[src/rtl/ram_burst_master_if.sv]
// Command, write-stream, read-stream and RAM-port bundle for ram_burst_master.
// cmd_err exists only when RBM_BOUND_CHECK_EN is defined.
interface ram_burst_master_if #(
    parameter int unsigned AW = 9,
    parameter int unsigned DW = 32
);
    logic          cmd_valid;
    logic          cmd_ready;
    logic          cmd_write;
    logic [AW-1:0] cmd_base;
    logic [AW:0]   cmd_len;
    logic          clr_req;
    logic          wr_valid;
    logic          wr_ready;
    logic [DW-1:0] wr_data;
    logic          rd_valid;
    logic          rd_ready;
    logic [DW-1:0] rd_data;
    logic          rd_last;
    logic          done;
    logic          busy;
    logic          ram_ena;
    logic          ram_wea;
    logic          ram_flush;
    logic [AW-1:0] ram_addr;
    logic [DW-1:0] ram_din;
    logic [DW-1:0] ram_dout;
    logic          ram_read_valid;
`ifdef RBM_BOUND_CHECK_EN
    logic          cmd_err;
`endif

    modport master (
`ifdef RBM_BOUND_CHECK_EN
        output cmd_err,
`endif
        input  cmd_valid, cmd_write, cmd_base, cmd_len, clr_req,
        input  wr_valid, wr_data, rd_ready, ram_dout, ram_read_valid,
        output cmd_ready, wr_ready, rd_valid, rd_data, rd_last, done, busy,
        output ram_ena, ram_wea, ram_flush, ram_addr, ram_din
    );

    modport slave (
`ifdef RBM_BOUND_CHECK_EN
        input  cmd_err,
`endif
        output cmd_valid, cmd_write, cmd_base, cmd_len, clr_req,
        output wr_valid, wr_data, rd_ready, ram_dout, ram_read_valid,
        input  cmd_ready, wr_ready, rd_valid, rd_data, rd_last, done, busy,
        input  ram_ena, ram_wea, ram_flush, ram_addr, ram_din
    );
endinterface

[src/rtl/ram_burst_master.sv]
// Burst initiator for the CBG single-port RAM: write/read bursts and flush-based clears.
// Optional RBM_BOUND_CHECK_EN rejects bursts running past DEPTH-1 and pulses cmd_err.
module ram_burst_master #(
    parameter int unsigned DEPTH       = 512,
    parameter int unsigned AW          = 9,
    parameter int unsigned DW          = 32,
    parameter int unsigned RFIFO_DEPTH = 4
) (
    input logic                clk,
    input logic                rst,
    ram_burst_master_if.master bus
);

    localparam int unsigned PW = $clog2(RFIFO_DEPTH);

    typedef enum logic [2:0] {StIdle, StWrite, StRead, StDrain, StClear} state_e;

    state_e        state_q;
    logic [AW-1:0] addr_q;
    logic [AW:0]   remaining_q;
    logic          outstanding_q;
    logic          tag_last_q;
    logic          done_q;
    logic [PW:0]   wptr_q;
    logic [PW:0]   rptr_q;
    logic [DW:0]   fifo_mem [RFIFO_DEPTH];

    logic [AW-1:0] addr_next;
    logic [PW:0]   fifo_count;
    logic [PW:0]   fifo_occ;
    logic [DW:0]   fifo_head;
    logic          cmd_ready, cmd_fire, cmd_skip, last_beat;
    logic          wr_fire, rd_issue, push, pop, rd_valid;

    assign addr_next  = (addr_q == AW'(DEPTH - 1)) ? '0 : addr_q + AW'(1);
    assign last_beat  = remaining_q == (AW+1)'(1);
    assign cmd_ready  = (state_q == StIdle) & ~bus.clr_req & ~rst;
    assign cmd_fire   = cmd_ready & bus.cmd_valid;
    assign wr_fire    = (state_q == StWrite) & bus.wr_valid;
    assign fifo_count = wptr_q - rptr_q;
    assign fifo_occ   = fifo_count + {{PW{1'b0}}, outstanding_q};
    // A read is only issued when its returning word already has a FIFO slot reserved.
    assign rd_issue   = (state_q == StRead) & (remaining_q != '0)
                      & (fifo_occ < (PW+1)'(RFIFO_DEPTH));
    assign push       = bus.ram_read_valid & outstanding_q;
    assign rd_valid   = fifo_count != '0;
    assign pop        = rd_valid & bus.rd_ready;
    assign fifo_head  = fifo_mem[rptr_q[PW-1:0]];

`ifdef RBM_BOUND_CHECK_EN
    logic [AW+1:0] cmd_end;
    logic          cmd_oob;
    logic          err_q;
    assign cmd_end  = (AW+2)'(bus.cmd_base) + (AW+2)'(bus.cmd_len);
    assign cmd_oob  = cmd_end > (AW+2)'(DEPTH);
    assign cmd_skip = (bus.cmd_len == '0) | cmd_oob;
`else
    assign cmd_skip = bus.cmd_len == '0;
`endif

    always_ff @(posedge clk or posedge rst) begin
        if (rst) begin
            state_q       <= StIdle;
            addr_q        <= '0;
            remaining_q   <= '0;
            outstanding_q <= 1'b0;
            tag_last_q    <= 1'b0;
            done_q        <= 1'b0;
`ifdef RBM_BOUND_CHECK_EN
            err_q         <= 1'b0;
`endif
        end else begin
            done_q        <= 1'b0;
`ifdef RBM_BOUND_CHECK_EN
            err_q         <= cmd_fire & cmd_oob;
`endif
            outstanding_q <= rd_issue | (outstanding_q & ~bus.ram_read_valid);
            if (rd_issue) tag_last_q <= last_beat;
            unique case (state_q)
                StIdle: begin
                    if (bus.clr_req) begin
                        state_q <= StClear;
                    end else if (cmd_fire) begin
                        if (cmd_skip) begin
                            done_q <= 1'b1;
                        end else begin
                            addr_q      <= bus.cmd_base;
                            remaining_q <= bus.cmd_len;
                            state_q     <= bus.cmd_write ? StWrite : StRead;
                        end
                    end
                end
                StWrite: begin
                    if (wr_fire) begin
                        addr_q      <= addr_next;
                        remaining_q <= remaining_q - (AW+1)'(1);
                        if (last_beat) begin
                            done_q  <= 1'b1;
                            state_q <= StIdle;
                        end
                    end
                end
                StRead: begin
                    if (rd_issue) begin
                        addr_q      <= addr_next;
                        remaining_q <= remaining_q - (AW+1)'(1);
                        if (last_beat) state_q <= StDrain;
                    end
                end
                StDrain: begin
                    if (pop && fifo_head[DW]) begin
                        done_q  <= 1'b1;
                        state_q <= StIdle;
                    end
                end
                StClear: begin
                    done_q  <= 1'b1;
                    state_q <= StIdle;
                end
                default: state_q <= StIdle;
            endcase
        end
    end

    always_ff @(posedge clk or posedge rst) begin
        if (rst) begin
            wptr_q <= '0;
            rptr_q <= '0;
        end else begin
            if (push) wptr_q <= wptr_q + (PW+1)'(1);
            if (pop)  rptr_q <= rptr_q + (PW+1)'(1);
        end
    end

    always_ff @(posedge clk) begin
        if (push) fifo_mem[wptr_q[PW-1:0]] <= {tag_last_q, bus.ram_dout};
    end

    assign bus.cmd_ready = cmd_ready;
    assign bus.wr_ready  = state_q == StWrite;
    assign bus.rd_valid  = rd_valid;
    assign bus.rd_data   = rd_valid ? fifo_head[DW-1:0] : '0;
    assign bus.rd_last   = rd_valid & fifo_head[DW];
    assign bus.done      = done_q;
    assign bus.busy      = state_q != StIdle;
    assign bus.ram_ena   = wr_fire | rd_issue;
    assign bus.ram_wea   = wr_fire;
    assign bus.ram_flush = state_q == StClear;
    assign bus.ram_addr  = (wr_fire | rd_issue) ? addr_q : '0;
    assign bus.ram_din   = wr_fire ? bus.wr_data : '0;
`ifdef RBM_BOUND_CHECK_EN
    assign bus.cmd_err   = err_q;
`endif

endmodule

[src/flat_wrapper.sv]
// flat-port wrapper written by rule: the top's interface ports become plain ports
module ram_burst_master_flat 
#(
    parameter int unsigned DEPTH       = 512,
    parameter int unsigned AW          = 9,
    parameter int unsigned DW          = 32,
    parameter int unsigned RFIFO_DEPTH = 4
)
  (clk, rst, bus_cmd_valid, bus_cmd_write, bus_cmd_base, bus_cmd_len, bus_clr_req, bus_wr_valid, bus_wr_data, bus_rd_ready, bus_ram_dout, bus_ram_read_valid, bus_cmd_ready, bus_wr_ready, bus_rd_valid, bus_rd_data, bus_rd_last, bus_done, bus_busy, bus_ram_ena, bus_ram_wea, bus_ram_flush, bus_ram_addr, bus_ram_din);
  ram_burst_master_if #(.AW(AW), .DW(DW)) bus_i ();
  input logic clk;
  input logic rst;
  input wire logic [$bits(bus_i.cmd_valid)-1:0] bus_cmd_valid;
  input wire logic [$bits(bus_i.cmd_write)-1:0] bus_cmd_write;
  input wire logic [$bits(bus_i.cmd_base)-1:0] bus_cmd_base;
  input wire logic [$bits(bus_i.cmd_len)-1:0] bus_cmd_len;
  input wire logic [$bits(bus_i.clr_req)-1:0] bus_clr_req;
  input wire logic [$bits(bus_i.wr_valid)-1:0] bus_wr_valid;
  input wire logic [$bits(bus_i.wr_data)-1:0] bus_wr_data;
  input wire logic [$bits(bus_i.rd_ready)-1:0] bus_rd_ready;
  input wire logic [$bits(bus_i.ram_dout)-1:0] bus_ram_dout;
  input wire logic [$bits(bus_i.ram_read_valid)-1:0] bus_ram_read_valid;
  output wire logic [$bits(bus_i.cmd_ready)-1:0] bus_cmd_ready;
  output wire logic [$bits(bus_i.wr_ready)-1:0] bus_wr_ready;
  output wire logic [$bits(bus_i.rd_valid)-1:0] bus_rd_valid;
  output wire logic [$bits(bus_i.rd_data)-1:0] bus_rd_data;
  output wire logic [$bits(bus_i.rd_last)-1:0] bus_rd_last;
  output wire logic [$bits(bus_i.done)-1:0] bus_done;
  output wire logic [$bits(bus_i.busy)-1:0] bus_busy;
  output wire logic [$bits(bus_i.ram_ena)-1:0] bus_ram_ena;
  output wire logic [$bits(bus_i.ram_wea)-1:0] bus_ram_wea;
  output wire logic [$bits(bus_i.ram_flush)-1:0] bus_ram_flush;
  output wire logic [$bits(bus_i.ram_addr)-1:0] bus_ram_addr;
  output wire logic [$bits(bus_i.ram_din)-1:0] bus_ram_din;
  assign bus_i.cmd_valid = bus_cmd_valid;
  assign bus_i.cmd_write = bus_cmd_write;
  assign bus_i.cmd_base = bus_cmd_base;
  assign bus_i.cmd_len = bus_cmd_len;
  assign bus_i.clr_req = bus_clr_req;
  assign bus_i.wr_valid = bus_wr_valid;
  assign bus_i.wr_data = bus_wr_data;
  assign bus_i.rd_ready = bus_rd_ready;
  assign bus_i.ram_dout = bus_ram_dout;
  assign bus_i.ram_read_valid = bus_ram_read_valid;
  assign bus_cmd_ready = bus_i.cmd_ready;
  assign bus_wr_ready = bus_i.wr_ready;
  assign bus_rd_valid = bus_i.rd_valid;
  assign bus_rd_data = bus_i.rd_data;
  assign bus_rd_last = bus_i.rd_last;
  assign bus_done = bus_i.done;
  assign bus_busy = bus_i.busy;
  assign bus_ram_ena = bus_i.ram_ena;
  assign bus_ram_wea = bus_i.ram_wea;
  assign bus_ram_flush = bus_i.ram_flush;
  assign bus_ram_addr = bus_i.ram_addr;
  assign bus_ram_din = bus_i.ram_din;
  ram_burst_master #(.DEPTH(DEPTH), .AW(AW), .DW(DW), .RFIFO_DEPTH(RFIFO_DEPTH)) u_core (.clk(clk), .rst(rst), .bus(bus_i));
endmodule
[config.mk]
export PLATFORM = sky130hd
export DESIGN_NAME = ram_burst_master_flat
export DESIGN_NICKNAME = d
export VERILOG_FILES = /design/src/rtl/ram_burst_master_if.sv /design/src/rtl/ram_burst_master.sv /design/src/flat_wrapper.sv
export SDC_FILE = /design/constraint.sdc
export NUM_CORES = 1
export LEC_CHECK = 0
export CORE_ASPECT_RATIO = 0.5
export CORE_MARGIN = 5
export CORE_UTILIZATION = 50
export DETAILED_ROUTE_END_ITERATION = 16
export PLACE_DENSITY_LB_ADDON = 0.25
export SYNTH_ARGS = -nofsm -noshare
export SYNTH_HDL_FRONTEND = slang
export SYNTH_SLANG_ARGS = --single-unit
[constraint.sdc]
create_clock -name clk -period 3.63 [get_ports clk]
set_clock_uncertainty 0.1 [all_clocks]
set_input_delay 0.726 -clock clk [delete_from_list [all_inputs] [get_ports clk]]
set_output_delay 0.726 -clock clk [all_outputs]
set_load 0.05 [all_outputs]
[After elaboration in Yosys (flattened, before gate mapping)]
Memories as Yosys holds them, arrays and structs flattened.
Index checks and enable logic that the tools add are counted.
Word-level totals
  register bits: 31
  bits in latches: 0
  RAM bits: 132
  ROM bits: 0
  bits of input ports: 91
  output and inout bits: 82
  logic and storage cells: 91
  memories: 1
Operators by class
  add/subtract/negate cells: 6
  $mul: 0
  div/mod/pow operators: 0
  order comparisons: 1
  equal/unequal tests: 16
  shift operators: 0
  mux-type cells: 35
  bitwise operators: 15
  reduce and logical (&&, ||, !) cells: 9
Memory list
  u_core.fifo_mem: words 4, width 33, rd ports 1, clocked after Yosys merged registers in 0, wr ports 1, RTL line ram_burst_master.sv:26  | logic [DW:0] fifo_mem [RFIFO_DEPTH];
Operator list (count)
  32-bit two-way mux: 2
  9-bit two-way mux: 7
  10-bit two-way mux: 5
  10-bit case mux with 3 select lines: 1
  9-bit case mux with 3 select lines: 1
  3-bit two-way mux: 8
  2-bit by 1-bit inequality test with 1-bit output (second input constant): 6
  3-bit case mux with 4 select lines: 1
  1-bit AND: 10
  10-bit by 1-bit == test with 1-bit output (second input constant): 1
  10-bit logical NOT: 1
  10-bit nonzero test: 1
  10-bit by 1-bit subtractor with 10-bit output (second input constant): 1
  9-bit by 1-bit adder with 9-bit output (second input constant): 1
  9-bit == test (second input constant): 1
  3-bit nonzero test: 3
  1-bit two-way mux: 8
  7-bit AND reduction: 1
  3-bit by 1-bit adder with 3-bit output (second input constant): 2
  3-bit by 2-bit == test with 1-bit output (second input constant): 2
  6-bit AND reduction: 1
  2-bit inequality test (second input constant): 2
  1-bit case mux with 4 select lines: 1
  3-bit by 1-bit adder with 3-bit output: 1
  11 further kinds: 14

[Depth between registers and ports, before layout]
Gate-level depths: netlist of the first run.
  depth after elaboration: 7
  depth in mapped cells: 10
  depth with buffers taken out: 10

[Least setup slack after synthesis of the first run]
No wires, ideal clock.
  path kind: register -> output
  start point: reg u_core.wptr_q[0]
  end point: out bus_rd_data[22]
  arrival: 2.549 ns
  data required time: 2.804 ns
  path slack: 0.255 ns
  cell stages (with the launch flop): 8
  buffers on the path: 1
  cell sequence: dfrtp_1 -> inv_1 -> ha_1 -> fa_1 -> xnor3_1 -> nand3_1 -> clkbuf_1 -> and2_1
On the way
  cells in the longest elaborated chain, start to end: 3
Ends and longest elaborated chain
  start: declaration: RTL line ram_burst_master.sv:24  | logic [PW:0] wptr_q;
  start signal: assignment: RTL line ram_burst_master.sv:130  | if (push) wptr_q <= wptr_q + (PW+1)'(1);
  3-bit subtractor: RTL line ram_burst_master.sv:40  | assign fifo_count = wptr_q - rptr_q;
  3-bit nonzero test: RTL line ram_burst_master.sv:46  | assign rd_valid = fifo_count != '0;
  named net bus_rd_valid: RTL line flat_wrapper.sv:25  | output wire logic [$bits(bus_i.rd_valid)-1:0] bus_rd_valid;
  32-bit two-way mux: RTL line ram_burst_master.sv:142  | assign bus.rd_data = rd_valid ? fifo_head[DW-1:0] : '0;
  end: declaration: RTL line flat_wrapper.sv:26  | output wire logic [$bits(bus_i.rd_data)-1:0] bus_rd_data;
The timed path passes the listed nets, and every way through them passes these cells.

[Worst setup path after layout of the first run]
  start point: reg u_core.wptr_q[0]
  end point: out bus_ram_addr[0]
On the way
  cells in the longest elaborated chain, start to end: 6
Ends and longest elaborated chain
  3-bit subtractor: RTL line ram_burst_master.sv:40
  3-bit by 1-bit adder with 3-bit output: RTL line ram_burst_master.sv:41  | assign fifo_occ = fifo_count + {{PW{1'b0}}, outstanding_q};
  3-bit less-than comparator: RTL line ram_burst_master.sv:44  | & (fifo_occ < (PW+1)'(RFIFO_DEPTH));
  1-bit AND: RTL line ram_burst_master.sv:44
  1-bit OR: RTL line ram_burst_master.sv:149  | assign bus.ram_addr = (wr_fire | rd_issue) ? addr_q : '0;
  9-bit two-way mux: RTL line ram_burst_master.sv:149
  end: declaration: RTL line flat_wrapper.sv:33  | output wire logic [$bits(bus_i.ram_addr)-1:0] bus_ram_addr;
No other way between the ends.

==> metrics.md, run 1 <==
| Metric | Value |
|---|---|
| Post-synth EDFFs | `132` |
| DR DRC count | `0` |
| Setup TNS | `0 ns` |
| Data arrival time of the critical path | `2.72 ns` |
| Synth warnings | `0` |
| ANT nets after route | `0` |
| Mapped Avg Cell Area | `15.1 um^2` |
| Hold WS | `0.398 ns` |
| Clock Power Share | `17.7%` |
| Area growth, synth to finish | `41.7%` |
| Worst reg-to-reg path cell count | `10` |
| GR Overflow Total | `0` |
| Crit-path max FO | `5` |
| Slew @ Worst Pin | `0.764 ns` |
| Seq/Total Area, Yosys | `64.3%` |
| Vias in the first global route | `5,028` |
| GP Congestion | `0.816` |
| Largest net degree at the start of global routing | `38` |
| CTS buffer count | `17` |
| Syn_nets | `591` |
| Initial antenna violation count | `0` |
| H-tree depth | `4` |
| Detailed placement HPWL | `11,300 um` |
| Critical path class | `reg -> out` |
| Synth Flop Type | `edfxtp_1` |
| Root buf cell | `clkbuf_16` |
| Clk_lat worst skew | `0.41 ns` |
| Final Hold Vio Count | `0` |
| Register bit count reported by yosys | `163` |
| Max Buffers Root-to-Sink | `2` |
| Reg2Reg Capture Point | `u_core.remaining_q[1]` |
| Die X-Extent | `182 um` |
| Worst r2r src | `u_core.wptr_q[0]` |
| Hold Crit Depth | `1` |
| Hold path endpoint | `u_core.rptr_q[2]` |
| CTS Sinks | `163` |
| Total Routing Usage GR | `19.1%` |
| Worst min path class | `reg -> reg` |
| Cells after Synth | `489` |
| Sw Ratio | `45.1%` |
| CP required | `2.80 ns` |
| Die ar. | `0.0174 mm^2` |
| Leakage power | `3.88 nW` |
| Core Area | `0.0145 mm^2` |
| Relative slew slack | `49.0%` |
| P per Cell Area | `963 mW/mm^2` |
| Synth cell types | `58` |
| Final wirelength | `16,300 um` |
| Worst Setup End Kind | `output port` |
| DR vias/cell | `5.41` |
| Fin crit share | `97.7%` |
| Sequential power share | `25.0%` |
| Post-Layout Cell Count | `883` |
| Die height | `95.9 um` |
| Vias | `4,774` |
| First-pass GRT wire length | `25,600 um` |
| RSZ-0062 raised after global routing | `yes` |
| CTS tree | `yes` |
| Layout cells sized above 1 | `30.7%` |
| Max Cap Viol | `0` |
| Final min period | `3.55 ns` |
| Pre-CTS setup slack | `0.392 ns` |
| Routed length per instance | `18.5 um` |
| Std-Cell Rows | `31` |
| Ys async rst share | `19.0%` |
| Status | `complete, no violations` |
| Placed insts | `843` |
| Comb power frac | `57.3%` |
| Port bufs | `172` |
| Nets@finish | `774` |
| Hold buffer count at CTS | `0` |
| Switch Pwr | `0.00454 W` |
| Final Max Tran Viols | `0` |
| Syn Std Cell Area | `0.00737 mm^2` |
| DRT Pass-1 Iters | `4` |
| Violation count after the first detailed-routing iteration | `248` |
| Worst-case vdd ir drop | `0.000450 V` |
| Final setup fails | `0` |
| F_max | `282 MHz` |
| Ports | `173` |
| Starting Density | `50.9%` |
| Clk pin slew, worst setup/hold paths | `0.06 ns` |
| Reg2reg setup slack | `0.86 ns` |
| Internal power | `0.00552 W` |
| # fillers | `957` |
| ANT cells | `0` |
| Final worst slack | `0.0818 ns` |
| Hold path start | `u_core.rptr_q[2]` |
| CP Launch Type | `flip-flop` |
==> layout by cell type (no fill, tap or decap), types with 3 or more instances in the layout <==
cell type and instances:
and2_1 34, dfrtp_1 29, o21ai_0 5, inv_6 3, buf_4 51, a21oi_1 13, nor4b_1 3, xnor2_1 4
nor2b_4 5, nand3_1 10, inv_1 9, inv_8 6, a31oi_1 3, nor4_1 3, nor3_1 8, nand2_1 11
mux4_2 33, clkbuf_16 18, o21ai_1 19, buf_12 46, and3_2 4, edfxtp_1 132, clkdlybuf4s50_1 94, nor2b_2 4
ha_1 9, mux2_2 3, nor2_1 27, and3_1 36, a21oi_2 7
==> area by class of cell <==
class	instances	area [um^2]	area share, %
Clock buffer	17	425	4.07
Clock inverter	15	181	1.74
Inverter	11	41.3	0.395
Multi-Input combinational cell	287	2530	24.3
Sequential cell	163	4740	45.4
Tap cell	198	248	2.37
Timing Repair Buffer	192	2270	21.7
==> flip-flops by register name, indices dropped and copies added, names as in the netlist <==
signal,count
u_core.rptr_q,3
u_core.remaining_q,10
u_core.bus.done,1
u_core.wptr_q,3
u_core.state_q,3
u_core.fifo_mem,132
u_core.addr_q,9
u_core.outstanding_q,1
u_core.tag_last_q,1
==> metal layers <==
layer	vias up	global-route usage, %	part of all wire, %
met1	2358	23.4	40
met5	-	0	0
met3	6	6.87	8.0
met4	0	2.75	0.39
li1	2250	-	-
met2	160	34.0	52
==> power groups by stage <==
stage	registers (W)	clock network [W]	logic [W]
floorplan	0.00247	0	0.00393
global placement	0.00253	0	0.00549
detailed placement	0.00255	0	0.00556
CTS	0.00251	0.00182	0.00563
global route	0.00255	0.00192	0.00613
finish	0.00251	0.00178	0.00576
==> synthesized netlist by cell type (2+ instances only) <==
cell type	number	area share (%)
buf_6	2	0.31
a21oi_1	13	0.88
o211ai_2	2	0.34
inv_1	10	0.51
nor4_4	2	0.58
dfrtp_1	31	11
edfxtp_1	132	54
nand2_1	11	0.56
o21ai_1	19	1.3
nor3b_1	4	0.41
mux2i_1	2	0.27
nor2b_1	10	0.85
and3_1	40	3.4
clkbuf_1	18	0.92
o21ai_0	5	0.34
mux2_2	3	0.46
nor4b_1	3	0.36
buf_2	6	0.41
a21oi_2	7	0.83
nor2_1	28	1.4
o22ai_1	2	0.17
a211oi_1	2	0.20
nor4_1	3	0.25
ha_1	10	1.7
a31oi_1	3	0.25
mux4_2	33	10
a2bb2oi_1	2	0.24
or2_0	2	0.17
or3_1	2	0.17
and2_1	34	2.9
xnor2_1	5	0.59
nor3_1	8	0.54
nand3_1	10	0.68
==> timing repair <==
item	in CTS	in global routing
cloned	0	1
endpoints found under the hold margin	0	0
resized for setup	3	16
endpoints found under the setup margin	10	10
pin swaps	1	1
setup buffers	1	6
==> per-stage QoR <==
step           utilization [%]  area [um^2]  total power [W]
3_3_place_gp              66.9         9680          0.00802
2_1_floorplan                -         7370          0.00640
4_1_cts                   71.3        10300          0.00995
3_5_place_dp              66.9         9680          0.00810
5_1_grt                   72.2        10400           0.0106
6_report                  72.2        10400           0.0101
==> worst max path at each step <==
stage	start	to	slack (ns)	depth (start not counted)
2_1_floorplan	u_core.wptr_q[0]	bus_rd_data[22]	0.25	7
4_1_cts	u_core.wptr_q[0]	bus_ram_addr[4]	0.03	10
3_5_place_dp	u_core.wptr_q[0]	bus_ram_addr[0]	0.39	9
3_3_place_gp	u_core.wptr_q[0]	bus_ram_addr[3]	0.44	9
5_1_grt	u_core.wptr_q[0]	bus_ram_addr[0]	-0.04	10
6_report	u_core.wptr_q[0]	bus_ram_addr[0]	0.08	10
==> critical path: stages (launching register included) <==
cell,delay [ns]
dfrtp_1,0.41
inv_2,0.07
ha_2,0.17
fa_1,0.48
nor3b_2,0.24
xnor2_2,0.11
nor2_2,0.18
a31oi_4,0.15
buf_12,0.19
nor2b_2,0.15
buf_12,0.15
==> logic make-up (layout without fill, tap and decap cells) <==
| logic type | Yosys count | count (layout) | share of synthesized area (%) |
|---|---|---|---|
| buffers and inverters | 39 | 235 | 2.34 |
| xor gates and xnor gates | 7 | 7 | 1.02 |
| muxes | 38 | 38 | 10.8 |
| adders and majority gates | 11 | 11 | 1.97 |
| DFF | 163 | 163 | 64.3 |
| AOI/OAI and AO/OA | 64 | 64 | 5.89 |
| and+or+nand+nor | 167 | 167 | 13.7 |
(Power assumes the default switching activity.)
==> inputs of run 2 (changes only) <==
Settings changed: ABC_CLOCK_PERIOD_IN_PS set to 3630.
==> results of run 2 <==
Same layout as run 1: the final DEF is identical, and so are final timing and power.
==> inputs of run 3 (changes only) <==
Settings changed: CORE_UTILIZATION 50 to 45.
==> run 3 against run 2 <==
  * Count of clock-buffer cells in the layout unchanged
  * Via count fell by 1.0%
  * Sequential power about the same
  * Clock power hardly changed
  * Maximum frequency up 0.12%
  * Global-route usage is 1.7 points lower
  * Critical path type unchanged
  * Critical endpoint is now bus_ram_addr[8]
  * Highest routed layer unchanged
==> metrics.md, run 3 (same netlist as run 1, synthesis figures left out) <==
| Metric | Value |
|---|---|
| CP required | `2.80 ns` |
| Vias in the first global route | `4,858` |
| Pre-CTS setup slack | `0.402 ns` |
| CP Launch Type | `flip-flop` |
| P per Cell Area | `951 mW/mm^2` |
| First-pass GRT wire length | `25,900 um` |
| Final min period | `3.54 ns` |
| Layout cells sized above 1 | `29.9%` |
| Worst Setup End Kind | `output port` |
| Max reg flops | `132` |
| Sw Ratio | `45.4%` |
| Total Routing Usage GR | `17.4%` |
| Die height | `101 um` |
| Max Cap Viol | `0` |
| Largest net degree at the start of global routing | `38` |
| GR Overflow Total | `0` |
| Total Power | `0.00990 W` |
| Nets@finish | `771` |
| Final Max Tran Viols | `0` |
| Status | `complete, no violations` |
| Switch Pwr | `0.00449 W` |
| Area growth, synth to finish | `41.2%` |
| Hold path start | `u_core.rptr_q[2]` |
| Critical path origin | `u_core.wptr_q[0]` |
| RSZ-0062 raised after global routing | `yes` |
| Root buf cell | `clkbuf_16` |
| Worst-case vdd ir drop | `0.000503 V` |
| Detailed placement HPWL | `11,300 um` |
| ANT cells | `0` |
| Die ar. | `0.0192 mm^2` |
| Most frequent cells in the layout | `132 x edfxtp_1, 95 x clkdlybuf4s50_1, 48 x buf_4` |
| Comb power frac | `56.9%` |
| Critical path class | `reg -> out` |
| Commonest non-fill, non-tap cell in the layout | `edfxtp_1` |
| Final Hold Vio Count | `0` |
| Clk pin slew, worst setup/hold paths | `0.06 ns` |
| Slew @ Worst Pin | `0.838 ns` |
| GP Congestion | `0.927` |
| CTS tree | `yes` |
| Initial antenna violation count | `0` |
| Final wirelength | `16,300 um` |
| Final worst slack | `0.0861 ns` |
| Internal power | `0.00541 W` |
| CTS Sinks | `163` |
| Vias | `4,726` |
| Max Buffers Root-to-Sink | `2` |
| Crit-path max FO | `10` |
| Final setup fails | `0` |
| Data arrival time of the critical path | `2.72 ns` |
| Starting Density | `45.4%` |
| Die X-Extent | `191 um` |
| Leakage power | `3.84 nW` |
| ANT nets after route | `0` |
| Worst min path class | `reg -> reg` |
| DR DRC count | `0` |
| H-tree depth | `4` |
| Sequential power share | `25.3%` |
| Clock Power Share | `17.9%` |
| DRT Pass-1 Iters | `4` |
| Routed length per instance | `18.0 um` |
| Std-Cell Rows | `33` |
| CTS buffer count | `17` |
| Worst r2r src | `u_core.wptr_q[0]` |
| Fin crit share | `97.6%` |
| F_max | `282 MHz` |
| DR vias/cell | `5.20` |
| Core Area | `0.0162 mm^2` |
| Port bufs | `172` |
| Relative slew slack | `44.0%` |
| Clk_lat worst skew | `0.41 ns` |
| Ports | `173` |
| Violation count after the first detailed-routing iteration | `213` |
## run 3: changes by cell type in the layout (fill, tap and decap cells not counted), sizes merged
cell	previous run	this run
buf	97	94
clkbuf	18	17
clkdlybuf4s50	94	95
clkinv	4	3
clkinvlp	1	2
## run 3: per-stage QoR
stage               setup TNS [ns]  utilization [%]  cell area (um^2)  instances  hold WS (ns)
finish                           0             64.1             10400        909         0.389
global route                -0.314             64.1             10400        909         0.421
CTS                         -0.213             63.7             10300        907         0.399
detailed placement               0             60.0              9740        875         0.387
global placement                 0             60.0              9740        875         0.381
floorplan                        0                -              7370        489         0.347
## run 3: worst paths after layout
path	endpoint	slack, ns	depth (start not counted)
hold / removal	u_core.rptr_q[2]	0.39	1
setup reg to reg	u_core.remaining_q[1]	0.91	9
max in group asynchronous	u_core.remaining_q[1]	2.00	3
hold reg to reg	u_core.rptr_q[2]	0.39	1
setup / recovery	bus_ram_addr[8]	0.09	10
min in group asynchronous	u_core.addr_q[4]	0.81	2
## run 3: timing repair
action / CTS / global route
setup buffers: 0 / 2
endpoints found under the setup margin: 9 / 10
cloned: 0 / 0
gates resized for setup: 2 / 12
pin swaps: 1 / 1
hold buffers: 0 / 0
## run 3: layer usage
metal  up-vias  wire length (um)  global-route usage, %
met5         -                 0                      0
met4         0                94                   3.42
met3         6               994                   5.81
met2       133              8000                   28.9
met1      2342              7240                   23.0
li1       2245                 -                      -
## run 3: power by group through the flow
stage	Combinational, W	Sequential (W)	Clock, W
6_report	0.00563	0.00250	0.00177
5_1_grt	0.00600	0.00253	0.00191
4_1_cts	0.00560	0.00250	0.00180
3_5_place_dp	0.00557	0.00254	0
3_3_place_gp	0.00554	0.00252	0
2_1_floorplan	0.00393	0.00247	0
## run 3: layout make-up
cell class                      count  area [um^2]
Timing Repair Buffer              189         2230
Inverter                           11         41.3
Clock buffer                       17          425
Tap cell                          227          284
Sequential cell                   163         4740
Multi-Input combinational cell    287         2520
Clock inverter                     15          166
Fill cell                        1214         5820
## run 3: critical path, cell delays in order, from the launching register on
cell and delay, ns:
dfrtp_1 0.41, inv_1 0.11, ha_1 0.20, fa_1 0.48, nor3b_2 0.24, xnor2_2 0.11
nor2_2 0.16, a31oi_4 0.11, buf_12 0.18, nor2b_2 0.16, buf_12 0.15
